$ cat src/rtl/router_pkg.sv
// Shared definitions for the 1xN router control path: FSM state encodings,
// default header address width and a ceil-log2 helper.
package router_pkg;

    localparam int unsigned ROUTER_ADDR_W = 2;

    localparam logic [3:0] DECODE_ADDR        = 4'd0;
    localparam logic [3:0] LOAD_FIRST_DATA    = 4'd1;
    localparam logic [3:0] LOAD_DATA          = 4'd2;
    localparam logic [3:0] WAIT_TILL_EMPTY    = 4'd3;
    localparam logic [3:0] CHECK_PARITY_ERROR = 4'd4;
    localparam logic [3:0] LOAD_PARITY        = 4'd5;
    localparam logic [3:0] FIFO_FULL_STATE    = 4'd6;
    localparam logic [3:0] LOAD_AFTER_FULL    = 4'd7;
    localparam logic [3:0] DROP_PKT           = 4'd8;

    function automatic int unsigned router_clog2(input int unsigned value);
        int unsigned result;
        result = 0;
        for (int unsigned i = 0; i < 32; i++) begin
            if ((32'd1 << i) < value) result = i + 1;
        end
        return result;
    endfunction

endpackage

$ cat src/rtl/router_wait_timer.sv
// Cycle counter for the WAIT_TILL_EMPTY timeout: cleared on state entry,
// counts while enabled, flags expiry on count == WAIT_TIMEOUT-1.
module router_wait_timer
    import router_pkg::*;
#(
    parameter int unsigned WAIT_TIMEOUT = 255
) (
    input  logic clk,
    input  logic rst,
    input  logic clear,
    input  logic enable,
    output logic expire
);

    localparam int unsigned CNT_W = (router_clog2(WAIT_TIMEOUT) < 1) ? 1 : router_clog2(WAIT_TIMEOUT);

    logic [CNT_W-1:0] count;

    always_ff @(posedge clk or posedge rst) begin
        if (rst) begin
            count <= '0;
        end else if (clear) begin
            count <= '0;
        end else if (enable) begin
            count <= count + 1'b1;
        end
    end

    assign expire = (32'(count) == (WAIT_TIMEOUT - 1));

endmodule

$ cat src/rtl/router_fsm_nch.sv
// Control FSM for the 1xN packet router (NUM_CH output channels).
// Define ROUTER_FSM_TIMEOUT_EN to enable the WAIT_TILL_EMPTY timeout/drop path.
module router_fsm_nch
    import router_pkg::*;
#(
    parameter int unsigned NUM_CH       = 3,
    parameter int unsigned ADDR_W       = ROUTER_ADDR_W,
    parameter int unsigned WAIT_TIMEOUT = 255
) (
    input  logic              clk,
    input  logic              rst,
    input  logic              pkt_vld,
    input  logic [ADDR_W-1:0] d_in,
    input  logic              fifo_full,
    input  logic [NUM_CH-1:0] fifo_empty,
    input  logic [NUM_CH-1:0] sft_rst,
    input  logic              parity_done,
    input  logic              low_pkt_vld,
    output logic [ADDR_W-1:0] dest_q,
    output logic [NUM_CH-1:0] dest_sel,
    output logic              busy,
    output logic              detect_addr,
    output logic              lfd_state,
    output logic              ld_state,
    output logic              laf_state,
    output logic              full_state,
    output logic              wr_en_reg,
    output logic              rst_int_reg,
    output logic              drop_state,
    output logic              wait_timeout
);

    localparam int unsigned ADDR_SPAN = 1 << ADDR_W;

    if (NUM_CH < 2 || NUM_CH > 16 || NUM_CH > ADDR_SPAN || WAIT_TIMEOUT < 1) begin : g_bad_params
        $error("router_fsm_nch: illegal NUM_CH/ADDR_W/WAIT_TIMEOUT combination");
    end

    logic [3:0]           state;
    logic [3:0]           next_state;
    logic [ADDR_SPAN-1:0] empty_pad;
    logic [ADDR_SPAN-1:0] sft_pad;
    logic                 timer_expire;

    // Pad per-channel flags to the full address span so any address indexes safely.
    always_comb begin
        empty_pad = '0;
        sft_pad   = '0;
        empty_pad[NUM_CH-1:0] = fifo_empty;
        sft_pad[NUM_CH-1:0]   = sft_rst;
    end

    always_comb begin
        next_state = state;
        case (state)
            DECODE_ADDR: begin
                if (pkt_vld) begin
                    if (32'(d_in) >= NUM_CH)  next_state = DROP_PKT;
                    else if (empty_pad[d_in]) next_state = LOAD_FIRST_DATA;
                    else                      next_state = WAIT_TILL_EMPTY;
                end
            end
            WAIT_TILL_EMPTY: begin
                if (empty_pad[dest_q])  next_state = LOAD_FIRST_DATA;
                else if (timer_expire)  next_state = DROP_PKT;
            end
            LOAD_FIRST_DATA: next_state = LOAD_DATA;
            LOAD_DATA: begin
                if (fifo_full)     next_state = FIFO_FULL_STATE;
                else if (!pkt_vld) next_state = LOAD_PARITY;
            end
            LOAD_PARITY:        next_state = CHECK_PARITY_ERROR;
            CHECK_PARITY_ERROR: next_state = fifo_full ? FIFO_FULL_STATE : DECODE_ADDR;
            FIFO_FULL_STATE: begin
                if (!fifo_full) next_state = LOAD_AFTER_FULL;
            end
            LOAD_AFTER_FULL: begin
                if (parity_done)      next_state = DECODE_ADDR;
                else if (low_pkt_vld) next_state = LOAD_PARITY;
                else                  next_state = LOAD_DATA;
            end
            DROP_PKT: begin
                if (!pkt_vld) next_state = DECODE_ADDR;
            end
            default: next_state = DECODE_ADDR;
        endcase
        // Soft reset of the selected channel aborts any in-flight packet.
        if (sft_pad[dest_q] && state != DECODE_ADDR && state != DROP_PKT) begin
            next_state = DECODE_ADDR;
        end
    end

    always_ff @(posedge clk or posedge rst) begin
        if (rst) begin
            state  <= DECODE_ADDR;
            dest_q <= '0;
        end else begin
            state <= next_state;
            if (state == DECODE_ADDR && pkt_vld) dest_q <= d_in;
        end
    end

`ifdef ROUTER_FSM_TIMEOUT_EN
    router_wait_timer #(
        .WAIT_TIMEOUT(WAIT_TIMEOUT)
    ) u_wait_timer (
        .clk    (clk),
        .rst    (rst),
        .clear  (next_state == WAIT_TILL_EMPTY && state != WAIT_TILL_EMPTY),
        .enable (state == WAIT_TILL_EMPTY),
        .expire (timer_expire)
    );

    always_ff @(posedge clk or posedge rst) begin
        if (rst) wait_timeout <= 1'b0;
        else     wait_timeout <= (state == WAIT_TILL_EMPTY) && (next_state == DROP_PKT);
    end
`else
    assign timer_expire = 1'b0;
    assign wait_timeout = 1'b0;
`endif

    always_comb begin
        dest_sel = '0;
        for (int unsigned i = 0; i < NUM_CH; i++) begin
            if (32'(dest_q) == i) dest_sel[i] = 1'b1;
        end
    end

    assign detect_addr = (state == DECODE_ADDR);
    assign lfd_state   = (state == LOAD_FIRST_DATA);
    assign ld_state    = (state == LOAD_DATA);
    assign laf_state   = (state == LOAD_AFTER_FULL);
    assign full_state  = (state == FIFO_FULL_STATE);
    assign rst_int_reg = (state == CHECK_PARITY_ERROR);
    assign drop_state  = (state == DROP_PKT);
    assign wr_en_reg   = (state == LOAD_DATA) || (state == LOAD_AFTER_FULL) || (state == LOAD_PARITY);
    assign busy        = (state == LOAD_FIRST_DATA) || (state == WAIT_TILL_EMPTY)
                      || (state == LOAD_PARITY) || (state == FIFO_FULL_STATE)
                      || (state == LOAD_AFTER_FULL) || (state == CHECK_PARITY_ERROR);

endmodule
$ cat config.mk
export PLATFORM = sky130hd
export DESIGN_NAME = router_fsm_nch
export DESIGN_NICKNAME = d
export VERILOG_FILES = /design/src/rtl/router_pkg.sv /design/src/rtl/router_wait_timer.sv /design/src/rtl/router_fsm_nch.sv
export SDC_FILE = /design/constraint.sdc
export NUM_CORES = 1
export LEC_CHECK = 0
export CORE_MARGIN = 3
export CORE_UTILIZATION = 40
export DETAILED_ROUTE_END_ITERATION = 16
export PLACE_DENSITY = 0.82
export SYNTH_ARGS = -nofsm -noshare
export SYNTH_HDL_FRONTEND = slang
export SYNTH_HIERARCHICAL = 1
export SYNTH_SLANG_ARGS = --single-unit
$ cat constraint.sdc
create_clock -name clk -period 1.85 [get_ports clk]
set_input_delay 0.37 -clock clk [delete_from_list [all_inputs] [get_ports clk]]
set_output_delay 0.37 -clock clk [all_outputs]
set_load 0.01 [all_outputs]
After elaboration in Yosys (flattened, before gate mapping)
Cells that the tools add are included.
{ "totals": {"regBits": 6, "inputBits": 14, "out_inout_bits": 15, "wordCells": 57} }
{ "classes": {"magnitude_cmp": 3, "eq_ne": 16, "mux": 22, "n_reduce_logical": 14} }
{ "op_table": {"columns": ["operator", "count"], "rows": [
  ["case mux 4 bit (9 select lines)", 1],
  ["2-to-1 mux 4 bit", 8],
  ["equality test 4 x 3 -> 1 bit (second input constant)", 4],
  ["2-to-1 mux 3 bit", 3],
  ["inequality test 3 x 2 -> 1 bit (second input constant)", 3],
  ["equality test 4 x 2 -> 1 bit (second input constant)", 2],
  ["logical OR 1 bit", 7],
  ["binary-select mux 1 bit (select 2 bit)", 3],
  ["less-than comparator 2 x 3 -> 1 bit (second input constant)", 2],
  ["2-to-1 mux 1 bit", 6],
  ["AND reduction 5 bit", 1],
  ["equality test 4 x 1 -> 1 bit (second input constant)", 1],
  ["equality test 4 bit (second input constant)", 1],
  ["zero test 4 bit", 1],
  ["inequality test 4 x 3 -> 1 bit (second input constant)", 1],
  ["inequality test 4 bit (second input constant)", 1],
  ["nonzero test 4 bit", 1],
  ["logical AND 1 bit", 3],
  ["inequality test 3 bit (second input constant)", 1],
  ["equality test 2 x 1 -> 1 bit (second input constant)", 1],
  ["equality test 2 bit (second input constant)", 1],
  ["greater-or-equal comparator 2 bit (second input constant)", 1],
  ["zero test 2 bit", 1],
  ["2-to-1 mux 2 bit", 1]
]} }

Logic depth before layout (Yosys ltp)
{ "depth": {"ltp_word": 7, "depth_mapped": 6, "mapped_depth_nobuf": 5} }

Least setup slack after synthesis
OpenSTA, ideal clock, no wires.
{ "synth_timing": {"path_kind": "reg-to-reg", "from": "reg dest_q[1]", "to": "reg state[3]", "setup_ns": 0.124, "arrival_ns": 1.601, "t_required_ns": 1.726, "setup_slack_ns": 0.125, "path_stages_with_launch": 7, "n_path_buf": 1, "synth_period_minus_slack_ns": 1.725, "path_cell_list": "dfrtp_1 buf_6 mux2_1 a2111o_1 o311ai_2 nor2b_1 o21ai_1"} }
{ "synth_via": {"elab_chain_len": 6, "word_cells_on_any_way": 13, "classes_between": "eq/ne (5); mux (5); reduce/logical (3)"} }
{ "synth_rtl": {"columns": ["element", "line_no", "text"], "rows": [
  ["start, declared", "router_fsm_nch.sv:19", "output logic [ADDR_W-1:0] dest_q,"],
  ["start signal, assigned", "router_fsm_nch.sv:99", "if (state == DECODE_ADDR && pkt_vld) dest_q <= d_in;"],
  ["binary-select mux 1 bit (select 2 bit)", "router_fsm_nch.sv:88", "if (sft_pad[dest_q] && state != DECODE_ADDR && state != DROP_PKT) begin"],
  ["2-to-1 mux 1 bit (implied by the code)", "router_fsm_nch.sv:88", null],
  ["logical AND 1 bit (2 in series)", "router_fsm_nch.sv:88", null],
  ["inequality test 4 x 3 -> 1 bit (no source line) (tied with other cells)", null, null],
  ["AND reduction 5 bit (no source line)", null, null],
  ["end signal, assigned", "router_fsm_nch.sv:98", "state <= next_state;"],
  ["end, declared", "router_fsm_nch.sv:39", "logic [3:0] state;"]
]} }
Several ways; a longest one is shown, not always the timed one. The select of a mux whose other input is x is not followed.
A chain may end at the register's enable or synchronous reset.

Final worst setup path
{ "layout_timing": {"from": "reg state[1]", "to": "reg state[2]"} }
{ "layout_via": {"elab_chain_len": 5, "word_cells_on_any_way": 21, "classes_between": "eq/ne (14); mux (2); reduce/logical (5)"} }
{ "layout_rtl": {"columns": ["element", "line_no"], "rows": [
  ["nonzero test 4 bit", "router_fsm_nch.sv:88"],
  ["logical AND 1 bit (2 in series)", "router_fsm_nch.sv:88"],
  ["inequality test 4 x 3 -> 1 bit (no source line) (tied with other cells)", null],
  ["AND reduction 5 bit (no source line)", null]
]} }
Several ways; a longest one is shown, not always the timed one.

==> flow_metrics.py <==
metrics = {
    "critical_path": {
        "path_cells": "buf_4, buf_4, a21bo_2, o22ai_4, o311ai_4, or3_4, a21oi_2",
        "crit_buf_inv": 2,
        "path_common_cell": "buf_4",
        "crit_path_end_kind": "flip-flop",
        "criticalPathCategory": "flip-flop to flip-flop",
        "reg2reg_from": "state[1]$_DFFE_PP0P_",
        "critPathMaxStageDelay_ns": 0.42,
        "path_delay_family": "compound AO/OA/AOI/OAI gates",
        "critPathRequiredTime_ns": 2.02,
        "cp_max_fo": 5,
        "slowest_stage": "dfrtp_2",
        "crit_path_start_kind": "flip-flop",
        "cp-startpoint": "state[1]$_DFFE_PP0P_",
        "crit_arrival_ns": 2.02,
    },
    "drt": {
        "drc": 0,
        "dr.pass1.iters": 4,
        "via_count": 827,
        "antenna_left": 0,
        "wl_per_cell_um": 17.2,
        "wl_um": 2470,
        "drtIter0Drc": 40,
        "vias_per_cell": 5.74,
    },
    "power": {
        "power_mw": 1.75,
        "peakVddDrop_uv": 1270,
        "p_leak_nw": 0.549,
        "p_per_area_mw_per_mm2": 1510,
    },
    "grt": {
        "grt.busiest_layer": "met2",
        "track_usage": 0.235,
        "grt_pass1_wl_um": 3540,
        "use_met1": 0.289,
        "use_met3": 0.0514,
        "grt_pass1_vias": 811,
        "grt_antenna_before_repair": 0,
        "grt_start_max_net_pins": 9,
        "overflow": 0,
        "grtUsageMet2": 0.409,
    },
    "sta": {
        "post-route-period-util": 1.00,
        "setup_viol": 1,
        "slew_viol_final": 0,
        "final_hold_viol_count": 0,
        "fmax_mhz": 540,
        "rsz0062_at_grt": "yes",
        "fin_worst_skew_ns": 0.00447,
        "period_minus_slack_ns": 1.85,
        "setup_ws_ns": -0.00323,
    },
    "status": {
        "outcome": "finished, violations left",
        "violations": "setup timing",
    },
    "synthesis": {
        "synth_flop_cell": "dfrtp_1",
        "ys_warn_count": 6,
        "synth_cell_types": 35,
        "synth-edff-count": 0,
        "ys_seq_area_frac": 0.242,
        "async_flop_share": 1.00,
        "synth_top_cell_area_share": 0.242,
        "synth.largest_area_cell": "dfrtp_1",
        "ys_seq_elements": 6,
        "synth_area_um2": 621,
        "synth.top_cells.by_area": "dfrtp_1, nor2_1, mux2_2",
        "syn_nets": 92,
        "synth_common_cells": "nor2_1, nand2_1, dfrtp_1, nor3_1, a21oi_1",
        "syn_inst": 78,
        "yosysMostFrequentCell": "nor2_1",
        "syn_avg_cell_area_um2": 7.96,
    },
    "placement": {
        "place.gp.congestion": 0.910,
        "io_buffers": 27,
        "place_inst": 130,
        "dpl.hpwl_um": 1540,
        "pre_cts_ws_ns": -0.199,
    },
    "run": {
        "cap_violations": 0,
    },
    "clock_network": {
        "tritoncts": "done",
        "clk_latency_ns": 0.24,
        "clk_pin_slew_worst_paths_ns": 0.04,
        "cts.htree.levels": 1,
        "cts_sinks": 6,
        "root_buffer": "clkbuf_4",
        "cts_buffer_depth": 2,
        "numCtsBuffers": 3,
    },
    "floorplan": {
        "start_util": 0.449,
        "die_h_um": 45.4,
        "ios": 29,
        "core_mm2": 0.00138,
        "die_area_mm2": 0.00206,
        "rows": 13,
        "die_w_um": 45.4,
    },
    "worst_hold_path": {
        "hold_path_class": "primary input to asynchronous set/reset pin",
    },
    "layout": {
        "finalNonFillerCells": 144,
        "syn_to_final_growth_pct": 86.5,
        "nets": 145,
        "layout-drive-gt1-share": 0.434,
        "n_antenna_cell": 0,
    },
}
-- kinds of logic (layout without fill, tap and decap cells) --
kind of cell / after synthesis / in the layout / synth area share
buf+inv: 9 / 60 / 0.0867
other cells: 1 / 1 / 0.00604
simple gates: 38 / 38 / 0.329
fa+ha+maj: 1 / 1 / 0.0161
flops: 6 / 6 / 0.242
mux: 6 / 6 / 0.105
compound gates: 17 / 17 / 0.216
-- final timing paths --
check                      cells past startpoint               endpoint  slack [ns]
hold reg to reg                                1  dest_q[0]$_DFFE_PP0P_        0.62
setup reg to reg                               7   state[2]$_DFFE_PP0P_      -0.003
setup / recovery                               7   state[2]$_DFFE_PP0P_      -0.003
hold / removal                                 2   state[0]$_DFFE_PP0P_        0.34
min in group clk                               1  dest_q[0]$_DFFE_PP0P_        0.62
max in group asynchronous                      2   state[1]$_DFFE_PP0P_        1.28
-- per-stage QoR --
step,util,hold WS [ns],setup TNS [ns],instance area (um^2)
final,0.837,0.344,-0.00323,1160
after global routing,0.837,0.354,-0.120,1160
after CTS,0.802,0.345,0,1110
after detailed placement,0.714,0.599,-0.710,987
after global placement,0.714,0.600,-0.502,987
after floorplan,-,0.161,0,621
-- layer usage --
| metal | routed length [um] | up-vias |
|---|---|---|
| li1 | - | 377 |
| met1 | 887 | 391 |
| met2 | 1340 | 55 |
| met3 | 230 | 4 |
| met4 | 14 | 0 |
| met5 | 0 | - |
-- layout by cell type, fill, tap and decap left out, types with 2 or more instances in the layout --
| cell | n |
|---|---|
| buf_6 | 3 |
| buf_4 | 24 |
| mux2_2 | 3 |
| dfrtp_2 | 4 |
| clkbuf_4 | 3 |
| nand2b_1 | 3 |
| nand3_1 | 2 |
| nor3_1 | 4 |
| dlygate4sd2_1 | 4 |
| nand2_1 | 8 |
| nor2_1 | 9 |
| a21oi_1 | 3 |
| clkdlybuf4s50_1 | 16 |
| mux2i_1 | 2 |
| a21oi_2 | 2 |
| inv_1 | 3 |
| dfrtp_1 | 2 |
| clkbuf_2 | 5 |
| dlymetal6s2s_1 | 2 |
-- flip-flops by register name (all words and copies together), names as in the netlist --
name / cells
state: 4
dest_q: 2
-- final cells by class --
class | instances | area [um^2]
inverters | 3 | 11.3
well taps | 15 | 18.8
flip-flops and latches | 6 | 155
multi-input cells | 63 | 490
repair buffers | 54 | 459
clock buffers | 3 | 22.5
fillers | 81 | 225
-- power breakdown --
| group | switching (mW) | total (mW) | internal [mW] |
|---|---|---|---|
| registers | 0.0911 | 0.284 | 0.193 |
| logic | 0.615 | 1.35 | 0.733 |
| clock network | 0.0445 | 0.118 | 0.0732 |
| total | 0.751 | 1.75 | 0.999 |
-- what timing repair did --
action	in CTS	in global routing
hold buffers	0	0
endpoints found under the setup margin	11	12
pin swaps	1	6
buffers inserted	11	0
resized for setup	17	24
(Power assumes the default switching activity.)
